## config.mk

```make
export PLATFORM = sky130hd
export DESIGN_NAME = page_streamer
export DESIGN_NICKNAME = d
export VERILOG_FILES = /design/src/rtl/page_stream_pkg.sv /design/src/rtl/page_stream_hex_enc.sv /design/src/rtl/page_streamer.sv
export SDC_FILE = /design/constraint.sdc
export NUM_CORES = 1
export LEC_CHECK = 0
export BUFFER_PORTS_ARGS = -buffer_cell sky130_fd_sc_hd__buf_2
export CORE_MARGIN = 2
export CORE_UTILIZATION = 40
export CTS_CLUSTER_SIZE = 16
export DETAILED_ROUTE_END_ITERATION = 10
export GPL_TIMING_DRIVEN = 0
export PLACE_DENSITY = 0.74
export SYNTH_ARGS = -nofsm -noshare
export SYNTH_HDL_FRONTEND = slang
export SYNTH_SLANG_ARGS = --single-unit
```

## constraint.sdc

```tcl
create_clock -name clk -period 1.4 [get_ports clk]
set_clock_uncertainty 0.05 [all_clocks]
set_input_delay 0.07 -clock clk [delete_from_list [all_inputs] [get_ports clk]]
set_output_delay 0.07 -clock clk [all_outputs]
set_load 0.01 [all_outputs]
```

## src/rtl/page_stream_pkg.sv

```systemverilog
// Shared types and constants for the page streamer: state encoding and
// the ASCII codes used by the optional hex-dump output format.
package page_stream_pkg;

  typedef logic [3:0] state_t;

  localparam state_t ST_IDLE    = 4'd0;
  localparam state_t ST_FETCH   = 4'd1;
  localparam state_t ST_WAIT    = 4'd2;
  localparam state_t ST_SEND    = 4'd3;
  localparam state_t ST_SEND_HI = 4'd4;
  localparam state_t ST_SEND_LO = 4'd5;
  localparam state_t ST_SEND_CR = 4'd6;
  localparam state_t ST_SEND_LF = 4'd7;
  localparam state_t ST_DONE    = 4'd8;

  localparam logic [7:0] CHR_CR         = 8'h0D;
  localparam logic [7:0] CHR_LF         = 8'h0A;
  localparam logic [7:0] CHR_0          = 8'h30;
  localparam logic [7:0] CHR_A_MINUS_10 = 8'h37;

endpackage

```

## src/rtl/page_stream_hex_enc.sv

```systemverilog
// Nibble to uppercase ASCII hex character ('0'-'9', 'A'-'F').
module page_stream_hex_enc
  import page_stream_pkg::*;
(
  input  logic [3:0] nib,
  output logic [7:0] chr
);

  // Digits offset from '0', letters offset so that 10 maps to 'A'
  always_comb begin
    chr = (nib < 4'd10) ? (CHR_0 + {4'd0, nib}) : (CHR_A_MINUS_10 + {4'd0, nib});
  end

endmodule

```

## src/rtl/page_streamer.sv

```systemverilog
// Page read-out sequencer: walks one page of a byte buffer and forwards
// each byte to a valid/ready TX sink. Define HEX_DUMP_EN to emit each byte
// as two ASCII hex characters with a CR/LF after every page.
module page_streamer
  import page_stream_pkg::*;
#(
  parameter int PAGE_BYTES     = 16,
  parameter int NUM_PAGES      = 4,
  parameter int BUF_ADDR_WIDTH = 15,
  parameter int DATA_WIDTH     = 8,
  localparam int PG_W  = (NUM_PAGES > 1) ? $clog2(NUM_PAGES) : 1,
  localparam int IDX_W = $clog2(PAGE_BYTES)
) (
  input  logic                      clk,
  input  logic                      rst,
  input  logic                      start,
  input  logic [PG_W-1:0]           page_sel,
  input  logic                      continuous,
  input  logic                      abort,
  output logic [BUF_ADDR_WIDTH-1:0] buf_addr,
  output logic                      buf_rd_en,
  input  logic [DATA_WIDTH-1:0]     buf_data,
  output logic [DATA_WIDTH-1:0]     tx_data,
  output logic                      tx_valid,
  input  logic                      tx_ready,
  output logic                      busy,
  output logic                      done,
  output logic [IDX_W-1:0]          byte_idx
);

  localparam logic [PG_W-1:0]  LAST_PG  = PG_W'(NUM_PAGES - 1);
  localparam logic [IDX_W-1:0] LAST_IDX = IDX_W'(PAGE_BYTES - 1);

  state_t          state;
  logic [PG_W-1:0] page;
  logic            hs;
  logic            last_byte;

  // Page size is a power of two, so page*PAGE_BYTES+idx is a concatenation
  assign buf_addr  = BUF_ADDR_WIDTH'({page, byte_idx});
  assign buf_rd_en = (state == ST_FETCH);
  assign busy      = (state != ST_IDLE);
  assign done      = (state == ST_DONE);
  assign hs        = tx_valid & tx_ready;
  assign last_byte = (byte_idx == LAST_IDX);

`ifdef HEX_DUMP_EN
  logic [3:0] lo_nib;
  logic [7:0] hi_chr;
  logic [7:0] lo_chr;

  page_stream_hex_enc u_enc_hi (.nib(buf_data[7:4]), .chr(hi_chr));
  page_stream_hex_enc u_enc_lo (.nib(lo_nib),        .chr(lo_chr));
`endif

  // Sequencer: fetch, wait for read data, present to TX, repeat per byte
  always_ff @(posedge clk or posedge rst) begin
    if (rst) begin
      state    <= ST_IDLE;
      page     <= '0;
      byte_idx <= '0;
      tx_data  <= '0;
      tx_valid <= 1'b0;
`ifdef HEX_DUMP_EN
      lo_nib   <= '0;
`endif
    end else if (abort && state != ST_IDLE) begin
      // A handshake on this same edge still counts; nothing to undo
      state    <= ST_IDLE;
      tx_valid <= 1'b0;
      byte_idx <= '0;
    end else begin
      case (state)
        ST_IDLE: begin
          if (start) begin
            page     <= ({1'b0, page_sel} >= (PG_W + 1)'(NUM_PAGES)) ? LAST_PG : page_sel;
            byte_idx <= '0;
            state    <= ST_FETCH;
          end
        end
        ST_FETCH: state <= ST_WAIT;
`ifdef HEX_DUMP_EN
        ST_WAIT: begin
          lo_nib   <= buf_data[3:0];
          tx_data  <= DATA_WIDTH'(hi_chr);
          tx_valid <= 1'b1;
          state    <= ST_SEND_HI;
        end
        ST_SEND_HI: begin
          if (hs) begin
            tx_data <= DATA_WIDTH'(lo_chr);
            state   <= ST_SEND_LO;
          end
        end
        ST_SEND_LO: begin
          if (hs) begin
            if (last_byte) begin
              tx_data <= DATA_WIDTH'(CHR_CR);
              state   <= ST_SEND_CR;
            end else begin
              tx_valid <= 1'b0;
              byte_idx <= byte_idx + 1'b1;
              state    <= ST_FETCH;
            end
          end
        end
        ST_SEND_CR: begin
          if (hs) begin
            tx_data <= DATA_WIDTH'(CHR_LF);
            state   <= ST_SEND_LF;
          end
        end
        ST_SEND_LF: begin
          if (hs) begin
            tx_valid <= 1'b0;
            byte_idx <= '0;
            state    <= ST_DONE;
          end
        end
`else
        ST_WAIT: begin
          tx_data  <= buf_data;
          tx_valid <= 1'b1;
          state    <= ST_SEND;
        end
        ST_SEND: begin
          if (hs) begin
            tx_valid <= 1'b0;
            if (last_byte) begin
              byte_idx <= '0;
              state    <= ST_DONE;
            end else begin
              byte_idx <= byte_idx + 1'b1;
              state    <= ST_FETCH;
            end
          end
        end
`endif
        ST_DONE: state <= continuous ? ST_FETCH : ST_IDLE;
        default: state <= ST_IDLE;
      endcase
    end
  end

endmodule

```

Yosys cells after proc, flatten, opt, wreduce, memory -nomap -nowiden
Index checks and enable logic that the tools add are counted.
{"block": "totals", "in_bits": 16, "output_inout_bits": 31, "reg_bits": 19, "wordCells": 39}
{"block": "classes", "n_reduce_logical": 10, "muxes": 14, "addsub": 1, "bitwise_logic": 2, "eq_ne": 7}
{"op": "2-to-1 mux 4 bit", "count": 8}
{"op": "case mux 4 bit (5 select lines)", "count": 1}
{"op": "equality test 4 x 2 -> 1 bit (second input constant)", "count": 2}
{"op": "equality test 4 bit (second input constant)", "count": 2}
{"op": "case mux 4 bit (2 select lines)", "count": 1}
{"op": "!= test 3 bit (second input constant)", "count": 2}
{"op": "AND reduction 2 bit", "count": 3}
{"op": "AND reduction 3 bit", "count": 2}
{"op": "nonzero test 3 bit", "count": 2}
{"op": "adder 4 x 1 -> 4 bit (second input constant)", "count": 1}
{"op": "equality test 4 x 1 -> 1 bit (second input constant)", "count": 1}
{"op": "logical NOT 4 bit", "count": 1}
{"op": "nonzero test 4 bit", "count": 1}
{"op": "2-to-1 mux 1 bit", "count": 3}
{"op": "case mux 1 bit (2 select lines)", "count": 1}
{"op": "AND 1 bit", "count": 1}
{"op": "logical AND 1 bit", "count": 1}
{"op": "inverter 1 bit", "count": 1}

Depth between registers and ports, before layout
{"block": "depth", "depth_word": 5, "depth_mapped": 5, "ltp_nobuf": 5}

Worst setup path before layout
No wires, ideal clock.
{"block": "synth_path", "kind": "flip-flop to flip-flop", "from": "register state[3]", "to": "register tx_data[2]", "path_stages_with_launch": 6, "required_ns": 1.225, "t_arrival_ns": 1.291, "n_path_buf": 2, "slack_ns": -0.066, "synth_period_minus_slack_ns": 1.466, "setup_ns": 0.125, "cell_sequence": "dfrtp_1 -> buf_2 -> nor2_1 -> and3_1 -> buf_2 -> mux2_2"}
{"block": "synth_between", "elab_chain_cells": 4, "elab_cells_between_ends": 5, "classes_between": "1 x eq/ne; 1 x bitwise; 3 x reduce/logical"}
{"element": "from (decl)", "line": "page_streamer.sv:34", "source": "state_t state;"}
{"element": "from (signal assigned)", "line": "page_streamer.sv:139", "source": "ST_DONE: state <= continuous ? ST_FETCH : ST_IDLE;"}
{"element": "nonzero test 4 bit", "line": "page_streamer.sv:67", "source": "end else if (abort && state != ST_IDLE) begin"}
{"element": "logical AND 1 bit", "line": "page_streamer.sv:67"}
{"element": "inverter 1 bit (no source line)"}
{"element": "AND reduction 2 bit (no source line) (*)"}
{"element": "to (signal assigned)", "line": "page_streamer.sv:122", "source": "tx_data <= buf_data;"}
{"element": "to (decl)", "line": "page_streamer.sv:23", "source": "output logic [DATA_WIDTH-1:0] tx_data,"}
Every way passes the cells marked *; elsewhere a longest branch is shown, timed or not.
A chain may end at the register's enable or synchronous reset.

Worst setup path after layout
{"block": "layout_path", "from": "register state[1]", "to": "output port busy"}
{"block": "layout_between", "elab_chain_cells": 1}
{"element": "nonzero test 4 bit", "line": "page_streamer.sv:42", "source": "assign busy = (state != ST_IDLE);"}
{"element": "to (decl)", "line": "page_streamer.sv:26", "source": "output logic busy,"}
No other way between the ends.

==> impl_metrics.ini <==
[outcome]
status = complete, but fails checks
violations = setup timing

[layout]
syn_to_final_growth_pct = 61.8
final_area_sq_mm = 0.00157
diodes = 0
drive_above_1_share_pct = 58.8
nets = 178

[synthesis]
ys_seq_area_share_pct = 46.5
synth_top_area_share_pct = 46.5
yosysWarnings = 0
yosysMostFrequentCell = dfrtp_1
synthDistinctLibCells = 32
syn_inst = 90
synth_top_area_cell = dfrtp_1
synth_ff_type = dfrtp_1
netlist_top_cells_count = dfrtp_1, buf_4, mux2_2, nand2_1, nor2_1
avgSynthCellArea_sq_um = 10.8
synth_edf_count = 0
synth.area.top_cells = dfrtp_1, buf_4, mux2_2, mux2_1, nand2_1
async_reset_ff_share_pct = 100
netlist_area_sq_um = 970
ys_ff_latch = 18

[routing]
final_antenna_net_count = 0
routed_wl_mm = 2.41
routedWlPerCell_um = 12.8
drt_first_pass_iters = 4
num_vias = 898
drc = 0
drt_iter0_markers = 15
viasPerCell = 4.78

[pwr]
power_density_mw_per_mm2 = 1450
p_sw_uw = 772
p_leak_uw = 0.000816
p_comb_share_pct = 48.7
pwr-share-seq_pct = 37.5
p_total_uw = 2280
p_sw_share_pct = 33.9
peakVddDrop_v = 0.000913
p_int_uw = 1510
clockPowerShare_pct = 13.7

[timing]
fmax_mhz = 688
tightest_slew_ns = 0.658
final.setup.worst_slack_ns = -0.0538
min_period_ns = 1.45
rsz0062_at_grt = yes
fin_crit_sh_pct = 104
hold_ws_ns = 0.0465
slew_viol_final = 0
hold_viol = 0
maxSlewHeadroom_pct = 56.1
setup_viol = 3
setup_tns_ns = -0.132

[worst_setup_path]
cpMostUsedCell = buf_6
slowest_delay_ns = 0.42
path_class = reg2out
critical_path.top_delay_family = flip-flops
path_cells = buf_6 > or3_4 > buf_6
startpoint_type = flop
crit_buf_inv = 2
cp_max_fo = 10
cp.required_ns = 1.28
arrival_ns = 1.33
critical-path-slowest-cell = dfrtp_1
crit_path_end_kind = output port

[place]
dpl_cell_area_sq_mm = 0.00124
dp_hpwl_mm = 1.45
routabilityCongestion = 0.802
portBuffers = 37

[clocking]
htree_levels = 1
clk_pin_slew_worst_paths_ns = 0.10
cts_tree = built
cts_inserted_buffers = 3
cts_buffer_depth = 2
clock_latency_ns = 0.28
root_buffer = clkbuf_4
cts_sinks = 18

[grt]
grt_pass1_wl_mm = 3.41
met2_usage_pct = 30.0
gr-usage-met3_pct = 2.54
grt_antenna_before_repair = 0
first_global_vias = 811
grt.busiest_layer = met2
grt_max_degree = 19
track_usage_pct = 16.8
grt_overflow_total = 0
use_met1_pct = 19.9

[die]
rows = 17
design.core.area_sq_mm = 0.00225
dieHeight_um = 53.2
dieWidth_um = 53.2
initial_utilization_pct = 43.0
die-area_sq_mm = 0.00283
io_pins = 47

[run]
drv_cap = 0

[worst_hold_path]
min_path_type = in2reg
placed cells by master, fill, tap and decap left out, types with 2 or more instances in the layout:
cell and n:
buf_2 35, buf_4 20, dfrtp_1 15, dlygate4sd3_1 12, conb_1 9, mux2_4 8
buf_6 7, nand2_1 5, nor2_1 4, nand3_1 3, mux2_2 3, dfrtp_2 3
clkbuf_4 3, nor3b_2 2, nand3b_1 2, inv_1 2
state kept, by name, indices dropped and copies added, names as in the netlist:
register and flops:
tx_data 8, byte_idx 4, state 3, page 2
tx_valid 1
cells by family (layout without fill, tap and decap cells):
kind of cell | count (synthesis) | after routing | share of synthesized area, %
adder cells (fa/ha/maj) | 1 | 1 | 1.29
AO/OA/AOI/OAI | 12 | 12 | 9.94
AND/OR/NAND/NOR | 29 | 29 | 16.8
flip-flops | 18 | 18 | 46.5
buffers and inverters | 18 | 80 | 12.4
multiplexers | 11 | 11 | 12.8
other | 1 | 9 | 0.387
through the flow:
step	utilization (%)	worst slack, ns	std cells
final	69.6	-0.0538	188
after global routing	69.6	-0.107	188
after CTS	66.0	-0.0456	186
after detailed placement	54.8	-0.108	163
after global placement	54.8	-0.0937	163
after floorplan	-	0.00402	98
final timing paths:
kind	to	from	slack, ns	depth (start not counted)
max in group asynchronous	state[3]$_DFFE_PP0P_	rst	0.49	3
worst max register to register	byte_idx[2]$_DFFE_PP0P_	state[1]$_DFFE_PP0P_	-0.05	5
worst min-delay path	byte_idx[1]$_DFFE_PP0P_	abort	0.05	4
worst min register to register	tx_data[1]$_DFFE_PP0P_	tx_data[1]$_DFFE_PP0P_	0.47	1
worst max-delay path	busy	state[1]$_DFFE_PP0P_	-0.05	3
min in group asynchronous	tx_data[3]$_DFFE_PP0P_	rst	0.36	3
power by group through the flow:
stage / logic (uW) / clock network [uW] / registers [uW]
after floorplan: 461 / 0 / 910
after global routing: 1200 / 349 / 884
after CTS: 993 / 320 / 843
after global placement: 818 / 0 / 822
final: 1110 / 313 / 855
after detailed placement: 835 / 0 / 840
timing repair:
action	4_1_cts	5_1_grt
cloned	0	0
hold endpoints to repair	29	0
pin swaps	4	3
resized for setup	11	18
hold buffers	12	0
buffers inserted	8	3
endpoints found under the setup margin	14	15
layout make-up:
cell class / instances / area (sq um)
Multi-Input combinational cell: 62 / 512
Fill cell: 169 / 686
Sequential cell: 18 / 454
Inverter: 2 / 7.51
Buffer: 14 / 109
Tap cell: 28 / 35.0
Timing Repair Buffer: 60 / 415
Clock buffer: 4 / 36.3
tightest hold or removal path, stage by stage:
cell     delay, ns
buf_2         0.12
nand2_1       0.05
nand2_1       0.05
o21ai_1       0.05
routing by layer:
metal  vias to the layer above  wire length, um
li1                        435                -
met1                       419             1030
met2                        42             1180
met3                         2              180
met4                         0               21
met5                         -                0
(Power assumes the default switching activity.)
